**config.mk**
```make
export PLATFORM = sky130hd
export DESIGN_NAME = coin_pulser_flat
export DESIGN_NICKNAME = d
export VERILOG_FILES = /design/src/rtl/coin_pulser_if.sv /design/src/rtl/coin_pulser.sv /design/src/flat_wrapper.sv
export SDC_FILE = /design/constraint.sdc
export NUM_CORES = 1
export LEC_CHECK = 0
export ABC_AREA = 1
export BUFFER_PORTS_ARGS = -buffer_cell sky130_fd_sc_hd__buf_2
export CAP_MARGIN = 40
export CORE_ASPECT_RATIO = 0.5
export CORE_UTILIZATION = 60
export CTS_CLUSTER_DIAMETER = 50
export DETAILED_ROUTE_END_ITERATION = 8
export PLACE_DENSITY = 0.78
export SYNTH_ARGS = -nofsm -noshare
export SYNTH_HDL_FRONTEND = slang
export SYNTH_SLANG_ARGS = --single-unit
```
**constraint.sdc**
```tcl
create_clock -name clk -period 2.3 [get_ports clk]
set_clock_uncertainty 0.1 [all_clocks]
set_input_delay 0.115 -clock clk [delete_from_list [all_inputs] [get_ports clk]]
set_output_delay 0.115 -clock clk [all_outputs]
set_load 0.03 [all_outputs]
```
**src/rtl/coin_pulser_if.sv**
```systemverilog
// -----------------------------------------------------------------------------
// coin_pulser_if
//
// Purpose : groups the coin pulser's frame reference, raw coin requests and
//           shaped outputs into one bundle. Clock and reset stay plain ports.
//
// Signals :
//   strobe    1        frame reference (vsync); a rising edge is a frame tick
//   btn_in    CHANNELS raw active-high coin requests (clk domain)
//   coin_out  CHANNELS active-high shaped coin pulses
//   busy      CHANNELS channel active or coins still queued
//
// Modports:
//   master : drives strobe/btn_in, observes coin_out/busy (stimulus side)
//   slave  : the coin_pulser itself
// -----------------------------------------------------------------------------
interface coin_pulser_if #(
  parameter int CHANNELS = 2
);
  logic                strobe;
  logic [CHANNELS-1:0] btn_in;
  logic [CHANNELS-1:0] coin_out;
  logic [CHANNELS-1:0] busy;

  modport master (
    output strobe,
    output btn_in,
    input  coin_out,
    input  busy
  );

  modport slave (
    input  strobe,
    input  btn_in,
    output coin_out,
    output busy
  );
endinterface

```
**src/rtl/coin_pulser.sv**
```systemverilog
// -----------------------------------------------------------------------------
// coin_pulser
//
// Purpose : conditions raw coin requests for the game CPU. Each channel
//           debounces its request, counts insertions in a saturating queue and
//           replays every queued coin as a pulse that is exactly PULSE_FRAMES
//           frame ticks wide, followed by a low gap of exactly GAP_FRAMES
//           ticks before the next queued coin. Channels are independent and
//           share only the frame tick.
//
// Ports   :
//   clk    in  1          system clock
//   reset  in  1          synchronous, active-high
//   bus    coin_pulser_if.slave
//            strobe   in  frame reference, rising edge = tick
//            btn_in   in  raw coin requests, one bit per channel
//            coin_out out shaped coin pulses, one bit per channel
//            busy     out channel not idle or coins pending
//
// Build option:
//   COIN_PULSER_DEBOUNCE_EN  when defined, each request must be stable for
//                            DB_CYCLES clocks before it is believed. When not
//                            defined the request is simply registered once and
//                            DB_CYCLES is ignored.
//
// Note: the interface instance must be built with the same CHANNELS value.
// -----------------------------------------------------------------------------
module coin_pulser #(
  parameter int CHANNELS     = 2,
  parameter int DB_CYCLES    = 16,
  parameter int PULSE_FRAMES = 3,
  parameter int GAP_FRAMES   = 3,
  parameter int QUEUE_MAX    = 7
) (
  input  logic         clk,
  input  logic         reset,
  coin_pulser_if.slave bus
);

  // ---------------------------------------------------------------------------
  // Elaboration-time parameter range checks
  // ---------------------------------------------------------------------------
  if (CHANNELS < 1) begin : g_bad_channels
    $error("coin_pulser: CHANNELS must be at least 1");
  end
  if (DB_CYCLES < 1 || DB_CYCLES > 65535) begin : g_bad_db_cycles
    $error("coin_pulser: DB_CYCLES must be in 1..65535");
  end
  if (PULSE_FRAMES < 1 || PULSE_FRAMES > 15) begin : g_bad_pulse_frames
    $error("coin_pulser: PULSE_FRAMES must be in 1..15");
  end
  if (GAP_FRAMES < 1 || GAP_FRAMES > 15) begin : g_bad_gap_frames
    $error("coin_pulser: GAP_FRAMES must be in 1..15");
  end
  if (QUEUE_MAX < 1 || QUEUE_MAX > 255) begin : g_bad_queue_max
    $error("coin_pulser: QUEUE_MAX must be in 1..255");
  end

  // ---------------------------------------------------------------------------
  // Constants
  // ---------------------------------------------------------------------------
  localparam int QW = $clog2(QUEUE_MAX + 1);
  localparam logic [QW-1:0] Q_FULL = QW'(QUEUE_MAX);

  // "fc + 1 == FRAMES" is checked as "fc == FRAMES - 1" so the 4-bit
  // counter never has to represent 16.
  localparam logic [3:0] FC_PULSE_LAST = 4'(PULSE_FRAMES - 1);
  localparam logic [3:0] FC_GAP_LAST   = 4'(GAP_FRAMES - 1);

  typedef enum logic [1:0] {
    ST_IDLE  = 2'd0,
    ST_PULSE = 2'd1,
    ST_GAP   = 2'd2
  } state_t;

  // ---------------------------------------------------------------------------
  // Frame tick, shared by every channel
  // ---------------------------------------------------------------------------
  logic strobe_d_reg;
  logic tick;

  always_ff @(posedge clk) begin
    if (reset) begin
      strobe_d_reg <= 1'b0;
    end else begin
      strobe_d_reg <= bus.strobe;
    end
  end

  // strobe_d resets low, so a strobe already high when reset releases gives
  // one tick in the first cycle afterwards; a strobe held high gives only one.
  assign tick = bus.strobe & ~strobe_d_reg;

  // ---------------------------------------------------------------------------
  // Per-channel logic
  // ---------------------------------------------------------------------------
  logic [CHANNELS-1:0] coin_vec;
  logic [CHANNELS-1:0] busy_vec;

  genvar gi;
  for (gi = 0; gi < CHANNELS; gi++) begin : g_ch

    logic db_reg;      // conditioned request level
    logic db_d_reg;    // previous conditioned level, for edge detection
    logic rise;        // one-cycle insertion request

`ifdef COIN_PULSER_DEBOUNCE_EN
    // The level only follows btn_in after DB_CYCLES consecutive samples that
    // disagree with it; any agreeing sample restarts the count.
    localparam int DBW = $clog2(DB_CYCLES + 1);
    localparam logic [DBW-1:0] DB_LAST = DBW'(DB_CYCLES - 1);

    logic [DBW-1:0] db_cnt_reg;

    always_ff @(posedge clk) begin
      if (reset) begin
        db_reg     <= 1'b0;
        db_cnt_reg <= '0;
      end else if (bus.btn_in[gi] != db_reg) begin
        if (db_cnt_reg == DB_LAST) begin
          db_reg     <= bus.btn_in[gi];
          db_cnt_reg <= '0;
        end else begin
          db_cnt_reg <= db_cnt_reg + 1'b1;
        end
      end else begin
        db_cnt_reg <= '0;
      end
    end
`else
    // No filtering: one register stage, so a single-cycle high still counts.
    always_ff @(posedge clk) begin
      if (reset) begin
        db_reg <= 1'b0;
      end else begin
        db_reg <= bus.btn_in[gi];
      end
    end
`endif

    always_ff @(posedge clk) begin
      if (reset) begin
        db_d_reg <= 1'b0;
      end else begin
        db_d_reg <= db_reg;
      end
    end

    // db_d resets low, so a button held through reset becomes a fresh
    // insertion once the conditioned level rises again.
    assign rise = db_reg & ~db_d_reg;

    // -------------------------------------------------------------------------
    // Pulse FSM, pending-coin queue and registered outputs
    // -------------------------------------------------------------------------
    state_t        state_reg, state_next;
    logic [3:0]    fc_reg, fc_next;
    logic [QW-1:0] q_reg, q_next;
    logic          coin_reg, coin_next;
    logic          busy_reg, busy_next;
    logic          take;   // FSM consumes one queued coin this cycle

    always_ff @(posedge clk) begin
      if (reset) begin
        state_reg <= ST_IDLE;
        fc_reg    <= '0;
        q_reg     <= '0;
        coin_reg  <= 1'b0;
        busy_reg  <= 1'b0;
      end else begin
        state_reg <= state_next;
        fc_reg    <= fc_next;
        q_reg     <= q_next;
        coin_reg  <= coin_next;
        busy_reg  <= busy_next;
      end
    end

    always_comb begin
      state_next = state_reg;
      fc_next    = fc_reg;
      take       = 1'b0;

      case (state_reg)
        ST_IDLE: begin
          if (tick && (q_reg != '0)) begin
            state_next = ST_PULSE;
            fc_next    = '0;
            take       = 1'b1;
          end
        end

        ST_PULSE: begin
          if (tick) begin
            if (fc_reg == FC_PULSE_LAST) begin
              state_next = ST_GAP;
              fc_next    = '0;
            end else begin
              fc_next = fc_reg + 4'd1;
            end
          end
        end

        ST_GAP: begin
          if (tick) begin
            if (fc_reg == FC_GAP_LAST) begin
              fc_next = '0;
              // Back-to-back coins skip IDLE so the gap is exact.
              if (q_reg != '0) begin
                state_next = ST_PULSE;
                take       = 1'b1;
              end else begin
                state_next = ST_IDLE;
              end
            end else begin
              fc_next = fc_reg + 4'd1;
            end
          end
        end

        default: begin
          state_next = ST_IDLE;
          fc_next    = '0;
        end
      endcase

      // Queue: an insertion and a consumption in the same cycle cancel, which
      // keeps the new coin even when the count is already at its ceiling.
      q_next = q_reg;
      if (rise && !take) begin
        if (q_reg != Q_FULL) begin
          q_next = q_reg + 1'b1;
        end
      end else if (!rise && take) begin
        q_next = q_reg - 1'b1;
      end

      coin_next = (state_next == ST_PULSE);
      busy_next = (state_next != ST_IDLE) || (q_next != '0);
    end

    assign coin_vec[gi] = coin_reg;
    assign busy_vec[gi] = busy_reg;
  end

  assign bus.coin_out = coin_vec;
  assign bus.busy     = busy_vec;

endmodule

```
**src/flat_wrapper.sv**
```systemverilog
// flat-port wrapper written by rule: the top's interface ports become plain ports
module coin_pulser_flat 
#(
  parameter int CHANNELS     = 2,
  parameter int DB_CYCLES    = 16,
  parameter int PULSE_FRAMES = 3,
  parameter int GAP_FRAMES   = 3,
  parameter int QUEUE_MAX    = 7
)
  (clk, reset, bus_strobe, bus_btn_in, bus_coin_out, bus_busy);
  coin_pulser_if #(.CHANNELS(CHANNELS)) bus_i ();
  input  logic clk;
  input  logic reset;
  input wire logic [$bits(bus_i.strobe)-1:0] bus_strobe;
  input wire logic [$bits(bus_i.btn_in)-1:0] bus_btn_in;
  output wire logic [$bits(bus_i.coin_out)-1:0] bus_coin_out;
  output wire logic [$bits(bus_i.busy)-1:0] bus_busy;
  assign bus_i.strobe = bus_strobe;
  assign bus_i.btn_in = bus_btn_in;
  assign bus_coin_out = bus_i.coin_out;
  assign bus_busy = bus_i.busy;
  coin_pulser #(.CHANNELS(CHANNELS), .DB_CYCLES(DB_CYCLES), .PULSE_FRAMES(PULSE_FRAMES), .GAP_FRAMES(GAP_FRAMES), .QUEUE_MAX(QUEUE_MAX)) u_core (.clk(clk), .reset(reset), .bus(bus_i));
endmodule
```
; After elaboration in Yosys (flattened, before gate mapping)
; Index checks and enable logic that the tools add are counted.
[totals]
reg_bits = 27
inputBits = 5
out_inout_bits = 4
word_cells = 103
[classes]
add_sub_neg = 6
n_eq_ne = 14
muxes = 38
bitwise = 6
n_reduce_logical = 24
[op_table]
columns = operator, count
row1 = 2-to-1 mux 4 bit, 6
row2 = 2-to-1 mux 2 bit, 10
row3 = 2-to-1 mux 3 bit, 6
row4 = case mux 4 bit (2 select lines), 2
row5 = case mux 2 bit (3 select lines), 2
row6 = nonzero test 3 bit, 4
row7 = 2-to-1 mux 1 bit, 10
row8 = "adder 4 x 1 -> 4 bit, second input constant", 2
row9 = "== test 2 x 1 -> 1 bit, second input constant", 4
row10 = "== test 4 x 2 -> 1 bit, second input constant", 2
row11 = "inequality test 2 x 1 -> 1 bit, second input constant", 4
row12 = "adder 3 x 1 -> 3 bit, second input constant", 2
row13 = logical AND 1 bit, 6
row14 = "inequality test 3 bit, second input constant", 2
row15 = "subtractor 3 x 1 -> 3 bit, second input constant", 2
row16 = "== test 2 bit, second input constant", 2
row17 = zero test 1 bit, 4
row18 = zero test 2 bit, 2
row19 = case mux 1 bit (2 select lines), 2
row20 = AND reduction 2 bit, 2
row21 = nonzero test 2 bit, 2
row22 = OR reduction 2 bit, 2
row23 = bitwise AND 1 bit, 3
row24 = NOT 1 bit, 3
row25 = logical OR 1 bit, 2

; Longest topological paths before layout
; Gate-level depths: netlist of the first run.
[logic_depth]
word_depth = 10
mapped_depth = 13

; Worst setup path after synthesis of the first run
; OpenSTA, ideal clock, no wires.
[synth_path]
path_type = register -> register
from = reg u_core.g_ch[0].q_reg[0]
to = reg u_core.g_ch[0].busy_reg
t_arrival_ps = 1444
setup_slack_ps = 628
stages_incl_launch_ff = 12
n_path_buf = 0
path_cell_list = dfxtp_1 -> inv_1 -> ha_1 -> ha_1 -> nor2_4 -> nand3_2 -> nand2_1 -> nand2_1 -> nand2_1 -> nand2_1 -> nor2_1 -> a21oi_1
[synth_between]
elab_chain_len = 10
elab_cells_between_ends = 24
classes_between = add/sub (2) / eq/ne (1) / mux (13) / reduce/logical (8)
[synth_lines]
columns = item, line
row1 = from (decl), coin_pulser.sv:158  ; logic [QW-1:0] q_reg, q_next;
row2 = from (signal assigned), coin_pulser.sv:173  ; q_reg <= q_next;
row3 = nonzero test 3 bit, "coin_pulser.sv:186, coin_pulser.sv:209"
row4 = 2-to-1 mux 1 bit, coin_pulser.sv:209  ; if (q_reg != '0) begin
row5 = 2-to-1 mux 1 bit, coin_pulser.sv:206  ; if (fc_reg == FC_GAP_LAST) begin
row6 = 2-to-1 mux 1 bit, coin_pulser.sv:205  ; if (tick) begin
row7 = case mux 1 bit (2 select lines), coin_pulser.sv:184  ; case (state_reg)
row8 = logical AND 1 bit / zero test 1 bit (equally long branches), "coin_pulser.sv:234, coin_pulser.sv:230"
row9 = 2-to-1 mux 3 bit / logical AND 1 bit (equally long branches), "coin_pulser.sv:234, coin_pulser.sv:230"
row10 = 2-to-1 mux 3 bit, coin_pulser.sv:230  ; if (rise && !take) begin
row11 = nonzero test 3 bit, coin_pulser.sv:239  ; busy_next = (state_next != ST_IDLE) || (q_next != '0);
row12 = logical OR 1 bit *, coin_pulser.sv:239
row13 = to (signal assigned), coin_pulser.sv:175  ; busy_reg <= busy_next;
row14 = to (decl), coin_pulser.sv:160  ; logic busy_reg, busy_next;
; Mark *: on every way between the ends. The rest lies on a longest branch, timed or not.
; A chain may end at the register's enable or synchronous reset.

; Worst setup path in the final report of the first run
; Same ends and word-level chain as after synthesis.

==> results of run 1 <==
## kinds of logic after synthesis
family / after synthesis
AND/OR/NAND/NOR: 116
buffers and inverters: 51
flip-flops: 27
AO/OA/AOI/OAI: 21
adder cells (fa/ha/maj): 18
XOR/XNOR: 3
## cells in the mapped netlist (all sizes together), types with 3 or more instances
| cell | number | share of area (%) |
|---|---|---|
| a21oi | 7 | 2.1 |
| nor2 | 37 | 9.6 |
| nand3b | 3 | 1.3 |
| nand2 | 48 | 12 |
| inv | 44 | 9.8 |
| buf | 4 | 1.8 |
| dfxtp | 27 | 32 |
| o21ai | 10 | 3.4 |
| nand3 | 20 | 6.5 |
| xor2 | 3 | 1.6 |
| nand4 | 7 | 3.0 |
| ha | 18 | 13 |
## per-layer routing
layer | vias to the layer above | global-route usage [%]
met5 | - | 0
met4 | 0 | 5.77
met3 | 2 | 5.12
met2 | 11 | 42.6
met1 | 605 | 25.4
li1 | 752 | -
## final cells by class
type / instances / area, um2
Clock buffer: 4 / 45.0
Timing Repair Buffer: 11 / 70.1
Inverter: 45 / 174
Multi-Input combinational cell: 158 / 930
Fill cell: 232 / 813
Sequential cell: 27 / 541
Tap cell: 37 / 46.3
## power groups by stage
stage               Clock (mW)  Combinational [mW]  Sequential (mW)
floorplan                    0               0.407            0.572
global placement             0               0.456            0.580
detailed placement           0               0.471            0.582
CTS                      0.270               0.480            0.571
global route             0.288               0.548            0.580
finish                   0.261               0.478            0.571
## stage by stage
step / total power, mW / setup WS (ns) / instances / hold slack (ns)
after floorplan: 0.979 / 0.628 / 236 / 0.122
after global placement: 1.04 / 0.509 / 275 / 0.215
after detailed placement: 1.05 / 0.443 / 275 / 0.229
after CTS: 1.32 / 0.427 / 282 / 0.0871
after global routing: 1.42 / 0.266 / 282 / 0.0914
final: 1.31 / 0.429 / 282 / 0.0938
## worst paths after layout
check | startpoint | endpoint | slack [ns] | cells after the start
worst max-delay path | u_core.g_ch[0].q_reg[0] | u_core.g_ch[0].busy_reg | 0.43 | 11
worst min-delay path | reset | u_core.g_ch[1].q_reg[2] | 0.09 | 2
worst max register to register | u_core.g_ch[0].q_reg[0] | u_core.g_ch[0].busy_reg | 0.43 | 11
worst min register to register | u_core.g_ch[1].db_reg | u_core.g_ch[1].db_d_reg | 0.34 | 2
## layout by cell type (no fill, tap or decap)
cell type,n
nand3_1,18
nor2_2,3
nand2_4,1
nand4_1,6
nand3b_1,3
a211oi_1,2
nand4_2,1
inv_1,42
nor2_4,2
dfxtp_1,27
nand3_2,2
clkbuf_1,1
ha_1,18
o211ai_1,2
dlygate4sd3_1,3
and2_1,1
o21ai_2,2
a21oi_1,7
inv_2,2
o21ai_0,5
xor2_1,3
buf_2,8
nor2_1,32
o21ai_1,3
clkinv_4,1
nand2_2,7
nand2_1,40
clkbuf_8,3
## what timing repair did
item,CTS,global route
hold endpoints to repair,3,0
hold buffers,3,0
endpoints found under the setup margin,0,0
==> reports/results.tsv, run 1 <==
stage	metric	value	unit
status	status	finished clean	
timing	worst_pin_slew	0.309	ns
global_routing	grt_usage	22.0	%
final_layout	antenna_cells	0	
detailed_routing	wl_met2	1360	um
critical_path	cp_max_fo	5	
logic_synthesis	ys.warnings.count	0	
final_layout	layout-drive-gt1-share	13.1	%
power_and_ir_drop	switching_share	37.1	%
clocking	cts.reportedPaths.clkPinSlew	0.09	ns
clocking	clock_sinks	27	
detailed_routing	drc	0	
timing	setup_tns	0	ns
logic_synthesis	synth_seq_area_share	32.1	%
global_routing	grt_max_degree	18	
critical_path	worstSetupPathType	flop to flop	
logic_synthesis	synth_edf_count	0	
detailed_routing	via_per_inst	4.86	
place	place_congestion	0.893	
logic_synthesis	synth_compound_area_share	7.29	%
global_routing	overflow	0	
clocking	worstSkewPairLatency	0.27	ns
floorplanning	core	0.00262	mm2
power_and_ir_drop	p_sw	0.486	mW
clocking	post_cts_buffers	0	
floorplanning	initial_core_util	64.2	%
detailed_routing	vias	1370	
clocking	htreeDepth	1	
detailed_routing	drt_iter0_drc	53	
floorplanning	die_y	39.4	um
final_layout	post-route-util	68.9	%
floorplanning	die_area	0.00303	mm2
floorplanning	io_pins	9	
detailed_routing	wl_met1	1500	um
floorplanning	die_x	76.9	um
power_and_ir_drop	pwr-share-comb	36.5	%
timing	timing.fmax	534	MHz
final_layout	largest_register_ffs	8	
logic_synthesis	synth_area_per_cell	7.13	um2
timing	post-route-period-util	81.4	%
power_and_ir_drop	intPower	0.824	mW
logic_synthesis	synth_xor_area_share	1.56	%
power_and_ir_drop	cellPowerDensity	726	mW/mm2
logic_synthesis	netlist_instances	236	
final_layout	nNetsFinal	269	
place	dp.final_hpwl	2300	um
timing	slew_headroom	79.3	%
detailed_routing	wl_per_cell	10.5	um
power_and_ir_drop	irDropWorstVdd	478	uV
final_layout	area_delta_synth_final	7.37	%
flow_run	max_cap_violations	0	
critical_path	crit_top_cell	nand2_1	
floorplanning	rows	13	
global_routing	antenna_found_initial	0	
logic_synthesis	synthDistinctLibCells	26	
clocking	ctsResizeCount	0	
detailed_routing	wl_met3	100	um
timing	setup_viol	0	
critical_path	start_kind	flop	
clocking	cts_tree	built	
logic_synthesis	synthMuxAreaShare	0	%
logic_synthesis	synth_top_family_by_area	simple AND/OR/NAND/NOR gates	
critical_path	crit_chain	inv_1, ha_1, ha_1, nor2_4, nand3_2, nand2_1, nand2_1, nand2_1, nand2_1, nor2_1, a21oi_1	
power_and_ir_drop	leakage	0.859	nW
place	placed_area	0.00173	mm2
logic_synthesis	async_flop_share	0	%
critical_path	crit_path_max_incr_delay	0.41	ns
clocking	cts_buffers	3	
logic_synthesis	synth_adder_area_share	13.4	%
logic_synthesis	netlist_area	0.00168	mm2
detailed_routing	first_pass_iters	4	
clocking	clockBufferDepth	2	
timing	period_minus_slack	1.87	ns
logic_synthesis	yosys.area_share.simple	33.0	%
worst_hold_path	hold_path.class	input port to flop	
detailed_routing	highest_layer	met4	
detailed_routing	routed_wl	2970	um
global_routing	grt_pass1_wl	5090	um
final_layout	design_area	0.00181	mm2
clocking	root_buffer	clkbuf_8	
detailed_routing	postRouteAntennaNets	0	
power_and_ir_drop	p_seq_share	43.6	%
critical_path	critical_path.top_delay_family	simple AND/OR/NAND/NOR gates	
timing	hold_viol_final	0	
timing	report.final.slew_viol_count	0	
critical_path	slowest_stage	dfxtp_1	
critical_path	critical_path_buf_inv_count	1	
logic_synthesis	syn_nets	259	
critical_path	worstPathRequired	2.35	ns
critical_path	crit_arrival	1.92	ns
global_routing	grt_pass1_vias	1229	
logic_synthesis	ys_seq_elements	27	
logic_synthesis	synth-main-ff-cell	dfxtp_1	
critical_path	endpoint_kind	flop	
place	port_buffers	8	
power_and_ir_drop	p_clk_share	20.0	%
timing	rsz0062_at_grt	false	
(Power assumes the default switching activity.)
==> run 2, diff against run 1 <==
--- a/config.mk
+++ b/config.mk
@@ -5,11 +5,11 @@
 export SDC_FILE = /design/constraint.sdc
 export NUM_CORES = 1
 export LEC_CHECK = 0
-export ABC_AREA = 1
+export ABC_AREA = 0
 export BUFFER_PORTS_ARGS = -buffer_cell sky130_fd_sc_hd__buf_2
 export CAP_MARGIN = 40
 export CORE_ASPECT_RATIO = 0.5
-export CORE_UTILIZATION = 60
+export CORE_UTILIZATION = 59
 export CTS_CLUSTER_DIAMETER = 50
 export DETAILED_ROUTE_END_ITERATION = 8
 export PLACE_DENSITY = 0.78
==> constraint.sdc (replaced) <==
create_clock -name clk -period 1.8 [get_ports clk]
set_clock_uncertainty 0.1 [all_clocks]
set_input_delay 0.09 -clock clk [delete_from_list [all_inputs] [get_ports clk]]
set_output_delay 0.09 -clock clk [all_outputs]
set_load 0.03 [all_outputs]
==> run 2 against run 1 <==
The run now fails in global routing (5_1_grt); synthesized cell count fell by 28%; synthesized area fell by 6.5%.
==> reports/results.tsv, run 2 <==
stage	metric	value	unit	change
logic_synthesis	synthDistinctLibCells	47		+81%
timing	repair-timing-grt-worst-ep	u_core.g_ch[0].busy_reg$_SDFF_PP0_/D		
logic_synthesis	synth_xor_area_share	4.46	%	+2.9 points
clocking	clock_sinks	27		unchanged
clocking	htreeDepth	1		unchanged
logic_synthesis	yosysMostFrequentCell	dfxtp_1		
place	port_buffers	8		unchanged
place	dp_slack	-0.301	ns	-0.744 ns
floorplanning	die_y	38.5	um	-2.3%
logic_synthesis	netlist_area	0.00157	mm2	-6.5%
logic_synthesis	yosysTopAreaCellShare	34.4	%	+2.2 points
floorplanning	die_x	75.0	um	-2.4%
logic_synthesis	netlist_instances	170		-28%
logic_synthesis	synthMuxAreaShare	1.27	%	+1.3 points
global_routing	grt_max_degree	22		
logic_synthesis	ys.warnings.count	0		unchanged
clocking	root_buffer	clkbuf_8		
place	dp.cells	240		-13%
logic_synthesis	synth-main-ff-cell	dfxtp_1		
floorplanning	io_pins	9		unchanged
logic_synthesis	yosys.area_share.simple	19.6	%	-13 points
logic_synthesis	syn_nets	193		-25%
logic_synthesis	synthTopCellsByCount	dfxtp_1 (27), ha_1 (18), nor2_1 (17)		
logic_synthesis	synth.area.top_cells	dfxtp_1 (34%), ha_1 (14%), nor2_1 (4.1%)		
logic_synthesis	synth_seq_area_share	34.4	%	+2.2 points
logic_synthesis	synth_top_area_cell	dfxtp_1		
logic_synthesis	synth_edf_count	0		unchanged
logic_synthesis	async_flop_share	0	%	unchanged
clocking	cts_buffers	3		unchanged
place	place_congestion	0.814		-8.9%
place	placed_area	0.00192	mm2	+11%
logic_synthesis	ys_seq_elements	27		unchanged
status	firstError	[ERROR DPL-0038] Utilization greater than 100%, impossible to legalize		
logic_synthesis	synth_area_per_cell	9.25	um2	+30%
timing	worst_endpoint_kind	sequential cell input		
clocking	clockBufferDepth	2		unchanged
status	haltStage	global routing (5_1_grt)		
floorplanning	rows	12		-1
status	status	did not finish		
logic_synthesis	synth_compound_area_share	19.6	%	+12 points
logic_synthesis	synth_top_family_by_area	compound AO/OA/AOI/OAI gates		
logic_synthesis	synth_adder_area_share	14.3	%	+0.93 points
place	dp.final_hpwl	2560	um	+11%
floorplanning	initial_core_util	66.7	%	+2.5 points
[run 2: changes by cell type after synthesis, sizes merged, moves of 4 or more]
cell / change
nand3: -18
nor2: -20
xnor2: +4
inv: -30
o21ai: -5
nor2b: +9
a21oi: -4
or3b: +4
nand2: -39
a21o: +5
[run 2: kinds of logic after synthesis]
group,count (synthesis)
buffers and inverters,22
xor gates and xnor gates,8
DFF,27
AOI/OAI and AO/OA,37
and+or+nand+nor,56
muxes,2
adders and majority gates,18
[run 2: timing repair]
action                                  in CTS
setup buffers                               16
pin swaps                                   23
gates resized for setup                     25
endpoints found under the setup margin      21
hold buffers                                 3
hold endpoints to repair                     3
gates cloned                                 0
[run 2: metrics by stage]
stage | utilization (%) | setup TNS (ns)
floorplan | - | -0.780
global placement | 81.4 | -1.72
detailed placement | 81.4 | -2.65
CTS | 94.4 | -2.56
==> run 3, diff against run 2 <==
--- a/config.mk
+++ b/config.mk
@@ -8,11 +8,9 @@
 export ABC_AREA = 0
 export BUFFER_PORTS_ARGS = -buffer_cell sky130_fd_sc_hd__buf_2
 export CAP_MARGIN = 40
-export CORE_ASPECT_RATIO = 0.5
-export CORE_UTILIZATION = 59
-export CTS_CLUSTER_DIAMETER = 50
+export CORE_UTILIZATION = 40
 export DETAILED_ROUTE_END_ITERATION = 8
-export PLACE_DENSITY = 0.78
+export PLACE_DENSITY_LB_ADDON = 0.15
 export SYNTH_ARGS = -nofsm -noshare
 export SYNTH_HDL_FRONTEND = slang
 export SYNTH_SLANG_ARGS = --single-unit
==> run 3 against run 2 <==
The flow now finishes, with violations (negative setup slack); synthesized area did not move; synthesized cell count is the same.
==> reports/results.tsv, run 3 <==
stage	metric	value	unit	change
place	port_buffers	8		unchanged
logic_synthesis	synth-main-ff-cell	dfxtp_1		
logic_synthesis	synth.area.top_cells	dfxtp_1 (34%), ha_1 (14%), nor2_1 (4.1%)		
power_and_ir_drop	cellPowerDensity	1240	mW/mm2	
clocking	root_buffer	clkbuf_8		
timing	worst_pin_slew	0.444	ns	
global_routing	grt_max_degree	22		
clocking	worstSkewPairLatency	0.28	ns	
timing	slew_headroom	70.4	%	
final_layout	multi_input_area	0.00115	mm2	
clocking	cts.reportedPaths.clkPinSlew	0.10	ns	
global_routing	antenna_found_initial	0		
critical_path	cp_max_fo	7		
critical_path	crit_top_cell	ha_4		
detailed_routing	vias	1387		
place	dp_slack	-0.291	ns	+0.0105 ns
logic_synthesis	netlist_instances	170		unchanged
logic_synthesis	ys.warnings.count	0		unchanged
clocking	clock_sinks	27		unchanged
logic_synthesis	synth_seq_area_share	34.4	%	unchanged
power_and_ir_drop	leakage	0.947	nW	
final_layout	nNetsFinal	242		
logic_synthesis	yosysTopAreaCellShare	34.4	%	unchanged
critical_path	start_kind	flop		
final_layout	antenna_cells	0		
timing	period_minus_slack	2.10	ns	
global_routing	grt_usage	18.6	%	
timing	timing.final.ws_setup	-0.304	ns	
detailed_routing	first_pass_iters	4		
floorplanning	initial_core_util	42.3	%	-24 points
floorplanning	core	0.00372	mm2	
detailed_routing	via_per_inst	5.21		
power_and_ir_drop	pwr-share-comb	58.2	%	
final_layout	n_fill_cell	343		
logic_synthesis	synthTopCellsByCount	dfxtp_1 (27), ha_1 (18), nor2_1 (17)		
place	place_congestion	0.734		-9.7%
logic_synthesis	yosysMostFrequentCell	dfxtp_1		
final_layout	layout_commonest_cell	buf_4		
critical_path	worstPathRequired	1.85	ns	
detailed_routing	drt_iter0_drc	77		
floorplanning	io_pins	9		unchanged
timing	post-route-period-util	117	%	
logic_synthesis	synth_top_area_cell	dfxtp_1		
floorplanning	die_x	64.7	um	-14%
logic_synthesis	async_flop_share	0	%	unchanged
critical_path	crit_chain	inv_2, ha_4, ha_4, or3b_4, o21bai_4, o21a_1, a311oi_2, a41oi_2		
clocking	htreeDepth	1		unchanged
logic_synthesis	synth_edf_count	0		unchanged
timing	whs	0.126	ns	
critical_path	worstSetupPathType	flop to flop		
status	status	complete, but fails checks		
logic_synthesis	synth_area_per_cell	9.25	um2	unchanged
place	dp.final_hpwl	2550	um	-0.25%
clocking	cts_buffers	3		unchanged
clocking	clockBufferDepth	2		unchanged
timing	setup_viol	17		
timing	timing.fmax	475	MHz	
critical_path	endpoint_kind	flop		
global_routing	grt_pass1_vias	1466		
place	placed_area	0.00196	mm2	+2.0%
detailed_routing	wl_per_cell	13.5	um	
global_routing	grt_pass1_wl	6100	um	
final_layout	final_cells	266		
detailed_routing	postRouteAntennaNets	0		
final_layout	layout-drive-gt1-share	48.2	%	
power_and_ir_drop	power.total	2.80	mW	
place	dp.cells	256		+6.7%
logic_synthesis	ys_seq_elements	27		unchanged
critical_path	crit_arrival	2.16	ns	
power_and_ir_drop	irDropWorstVdd	591	uV	
clocking	cts_tree	built		
final_layout	seq_area	549	um2	
power_and_ir_drop	intPower	1.73	mW	
global_routing	overflow	0		
floorplanning	rows	22		+10
logic_synthesis	syn_nets	193		unchanged
power_and_ir_drop	p_seq_share	28.6	%	
floorplanning	die_y	64.7	um	+68%
logic_synthesis	netlist_area	0.00157	mm2	unchanged
logic_synthesis	synthDistinctLibCells	47		unchanged
worst_hold_path	min-delay-start	reset		
power_and_ir_drop	p_clk_share	13.2	%	
critical_path	regToRegStartpoint	u_core.g_ch[0].q_reg[1]		
final_layout	area_delta_synth_final	44.1	%	
timing	setup_tns	-2.84	ns	
timing	hold_viol_final	0		
floorplanning	die_area	0.00419	mm2	
detailed_routing	drc	0		
final_layout	design_area	0.00227	mm2	
final_layout	largest_register_ffs	8		
power_and_ir_drop	switching_share	38.2	%	
timing	rsz0062_at_grt	true		
critical_path	cp-startpoint	u_core.g_ch[0].q_reg[1]		
timing	report.final.slew_viol_count	0		
power_and_ir_drop	p_sw	1.07	mW	
worst_hold_path	hold_path.class	input port to flop		
final_layout	post-route-util	61.0	%	
critical_path	slowest_stage	or3b_4		
detailed_routing	routed_wl	3580	um	
status	violations	negative setup slack		
critical_path	crit_path_max_incr_delay	0.36	ns	
final_layout	final_cell_mix	buf_4 (34), dfxtp_1 (20), nor2_1 (14)		
flow_run	max_cap_violations	0		
run 3: final timing paths:
path	depth (start not counted)	endpoint	slack, ns
setup / recovery	8	u_core.g_ch[0].busy_reg	-0.30
setup reg to reg	8	u_core.g_ch[0].busy_reg	-0.30
hold reg to reg	1	u_core.g_ch[0].db_d_reg	0.37
hold / removal	2	u_core.g_ch[0].q_reg[2]	0.13
run 3: power by group through the flow:
| stage | logic [mW] | registers (mW) | clock network, mW |
|---|---|---|---|
| floorplan | 0.830 | 0.827 | 0 |
| global placement | 1.24 | 0.800 | 0 |
| detailed placement | 1.30 | 0.805 | 0 |
| CTS | 1.47 | 0.793 | 0.383 |
| global route | 1.79 | 0.819 | 0.403 |
| finish | 1.63 | 0.802 | 0.368 |
run 3: layout make-up:
cell class	count	share of cell area, %
Clock buffer	3	1.82
Inverter	14	2.32
Sequential cell	27	24.2
Tap cell	48	2.65
Clock inverter	1	0.387
Multi-Input combinational cell	121	50.7
Timing Repair Buffer	52	17.8
run 3: cells by family (layout without fill, tap and decap cells):
group                    after synthesis  count (layout)  synth area share (%)
multiplexers                           2               2                  1.27
flip-flops                            27              27                  34.4
AO/OA/AOI/OAI                         37              37                  19.7
AND/OR/NAND/NOR                       56              56                  19.7
adder cells (fa/ha/maj)               18              18                  14.3
XOR/XNOR                               8               8                  4.45
buffers and inverters                 22              70                  6.28
run 3: critical path: cells and delay by family (launching register included):
kind	cells	cell delay [ns]
AO/OA/AOI/OAI	4	0.82
buffers and inverters	1	0.05
flip-flops	1	0.34
AND/OR/NAND/NOR	1	0.36
adder cells (fa/ha/maj)	2	0.29
run 3: layer usage:
layer  part of all wire, %  GRT usage [%]  routed length [um]
met1                    42           19.7                1500
met5                     0              0                   0
met3                   1.3           2.64                  48
met4                  0.70           6.67                  25
met2                    56           36.5                2010
run 3: what timing repair did:
action / CTS / global route
pin swaps: 18 / 16
buffers inserted: 1 / 4
hold endpoints to repair: 3 / 0
endpoints found under the setup margin: 20 / 22
resized for setup: 23 / 26
hold buffers: 3 / 0
==> run 4, diff against run 3 <==
==> constraint.sdc (replaced) <==
create_clock -name clk -period 2.2 [get_ports clk]
set_clock_uncertainty 0.1 [all_clocks]
set_input_delay 0.11 -clock clk [delete_from_list [all_inputs] [get_ports clk]]
set_output_delay 0.11 -clock clk [all_outputs]
set_load 0.03 [all_outputs]
==> run 4 against run 3 <==
The flow now finishes without violations; critical path depth is 1 higher; non-clock buffer count fell by 25; maximum frequency decreased by 0.75%; worst hold slack gained 0.018 ns; routed wire length fell by 18%; sequential share of layout area is 4.9 points higher; register-to-register slack gained 0.38 ns; setup slack improved by 0.38 ns; sequential cell count unchanged; critical path type unchanged.
==> reports/results.tsv, run 4 (same netlist as run 3, synthesis figures left out) <==
stage	metric	value	unit	change
status	status	finished clean		
timing	slew_headroom	64.6	%	-5.8 points
power_and_ir_drop	leakage	0.777	nW	-18%
critical_path	start_kind	flop		
detailed_routing	vias	1235		-11%
floorplanning	core	0.00372	mm2	unchanged
clocking	clockBufferDepth	2		unchanged
floorplanning	io_pins	9		unchanged
detailed_routing	postRouteAntennaNets	0		unchanged
critical_path	worstPathRequired	2.25	ns	+0.40 ns
power_and_ir_drop	p_clk_share	14.7	%	+1.5 points
global_routing	grt_usage	16.2	%	-2.4 points
final_layout	nNetsFinal	217		-10%
place	place_congestion	0.739		+0.67%
detailed_routing	highest_layer	met4		
final_layout	area_delta_synth_final	19.1	%	
final_layout	n_fill_cell	353		+2.9%
final_layout	layout_commonest_cell	dfxtp_1		
timing	worst_pin_slew	0.530	ns	+0.0857 ns
critical_path	cp_max_fo	7		unchanged
power_and_ir_drop	pwr-share-comb	49.7	%	-8.5 points
floorplanning	die_y	64.7	um	unchanged
place	dp.final_hpwl	2120	um	-17%
worst_hold_path	hold_path.class	input port to flop		
final_layout	final_cell_mix	dfxtp_1 (23), nor2_1 (17), buf_4 (16)		
critical_path	crit_arrival	2.17	ns	about the same
final_layout	antenna_cells	0		unchanged
detailed_routing	first_pass_iters	4		unchanged
detailed_routing	wl_per_cell	12.1	um	-9.9%
power_and_ir_drop	p_seq_share	35.5	%	+6.9 points
clocking	cts_buffers	3		unchanged
detailed_routing	wl_met1	1410	um	-6.3%
global_routing	antenna_found_initial	0		unchanged
power_and_ir_drop	p_sw	0.715	mW	-33%
clocking	root_buffer	clkbuf_8		
detailed_routing	wl_met2	1400	um	-30%
critical_path	worstSetupPathType	flop to flop		
global_routing	grt_pass1_wl	5200	um	-15%
clocking	htreeDepth	1		unchanged
floorplanning	die_x	64.7	um	unchanged
final_layout	largest_register_ffs	8		unchanged
detailed_routing	via_per_inst	5.12		-1.7%
power_and_ir_drop	switching_share	37.7	%	-0.50 points
global_routing	grt_pass1_vias	1212		-17%
timing	period_minus_slack	2.12	ns	+0.0159 ns
critical_path	endpoint_kind	flop		
clocking	cts_tree	built		
global_routing	overflow	0		unchanged
timing	report.final.slew_viol_count	0		unchanged
power_and_ir_drop	cellPowerDensity	1010	mW/mm2	-18%
detailed_routing	wl_met3	62	um	+29%
detailed_routing	drc	0		unchanged
clocking	clock_sinks	27		unchanged
power_and_ir_drop	irDropWorstVdd	420	uV	-29%
floorplanning	initial_core_util	42.3	%	unchanged
timing	setup_viol	0		-17
floorplanning	rows	22		unchanged
floorplanning	die_area	0.00419	mm2	unchanged
timing	timing.fmax	472	MHz	-0.75%
timing	timing.final.ws_setup	0.0802	ns	+0.384 ns
critical_path	reg2reg_setup_slack	0.08	ns	+0.38 ns
timing	setup_tns	0	ns	+2.84 ns
flow_run	max_cap_violations	0		unchanged
detailed_routing	drt_iter0_drc	28		-64%
clocking	cts.reportedPaths.clkPinSlew	0.09	ns	about the same
place	dp_slack	-0.0115	ns	+0.279 ns
final_layout	layout-drive-gt1-share	26.9	%	-21 points
clocking	worstSkewPairLatency	0.27	ns	about the same
place	port_buffers	8		unchanged
global_routing	grt_max_degree	22		unchanged
power_and_ir_drop	intPower	1.18	mW	-32%
detailed_routing	routed_wl	2920	um	-18%
timing	post-route-period-util	96.4	%	-21 points
timing	hold_viol_final	0		unchanged
==> run 4: cell type report <==
class                      instances  area (um2)  share of cell area (%)
sequential                        27         546                    29.1
clock buffer                       3        41.3                    2.20
timing repair buffer              27         190                    10.2
inverter                          14        52.6                    2.81
clock inverter                     1        5.00                   0.267
tap                               48        60.1                    3.21
multi-input combinational        121         978                    52.2
==> run 4: worst max-delay path, stage by stage, from the launching register on <==
cell	delay [ns]
dfxtp_2	0.34
inv_2	0.05
ha_4	0.14
ha_2	0.16
or3b_4	0.37
o21bai_4	0.22
mux2i_1	0.15
xnor2_1	0.29
buf_4	0.15
nor2_1	0.03
==> run 4: repair_timing <==
item                       4_1_cts  5_1_grt
pin swaps                        1        9
resized for setup                1       17
gates cloned                     0        0
hold endpoints to repair         3        0
hold buffers                     3        0
buffers inserted                 1        3
setup endpoints to repair        1       12
==> run 4: final timing paths <==
kind	startpoint	endpoint	cells past startpoint
setup / recovery	u_core.g_ch[0].q_reg[1]	u_core.g_ch[0].q_reg[0]	9
hold / removal	reset	u_core.g_ch[1].state_reg[0]	2
setup reg to reg	u_core.g_ch[0].q_reg[1]	u_core.g_ch[0].q_reg[0]	9
hold reg to reg	u_core.g_ch[0].db_reg	u_core.g_ch[0].db_d_reg	1
==> run 4: per-layer routing <==
metal	global-route usage [%]	up-vias
met5	0	-
met4	8.89	0
met3	2.64	5
met2	27.1	13
met1	19.7	576
li1	-	641
==> run 4: power by group through the flow <==
stage	sequential, mW	combinational [mW]	clock [mW]
2_1_floorplan	0.667	0.632	0
3_3_place_gp	0.673	0.811	0
3_5_place_dp	0.679	0.830	0
4_1_cts	0.669	0.847	0.291
5_1_grt	0.691	1.07	0.315
6_report	0.675	0.945	0.279
==> run 4: through the flow <==
stage | util (%) | total power [mW] | instance area (um2) | hold WS [ns] | std cells
final | 50.4 | 1.90 | 1870 | 0.144 | 241
after detailed placement | 46.2 | 1.51 | 1720 | 0.224 | 230
after global routing | 50.4 | 2.07 | 1870 | 0.157 | 241
after CTS | 48.5 | 1.81 | 1800 | 0.145 | 238
after global placement | 46.2 | 1.48 | 1720 | 0.221 | 230
after floorplan | - | 1.30 | 1570 | 0.138 | 170
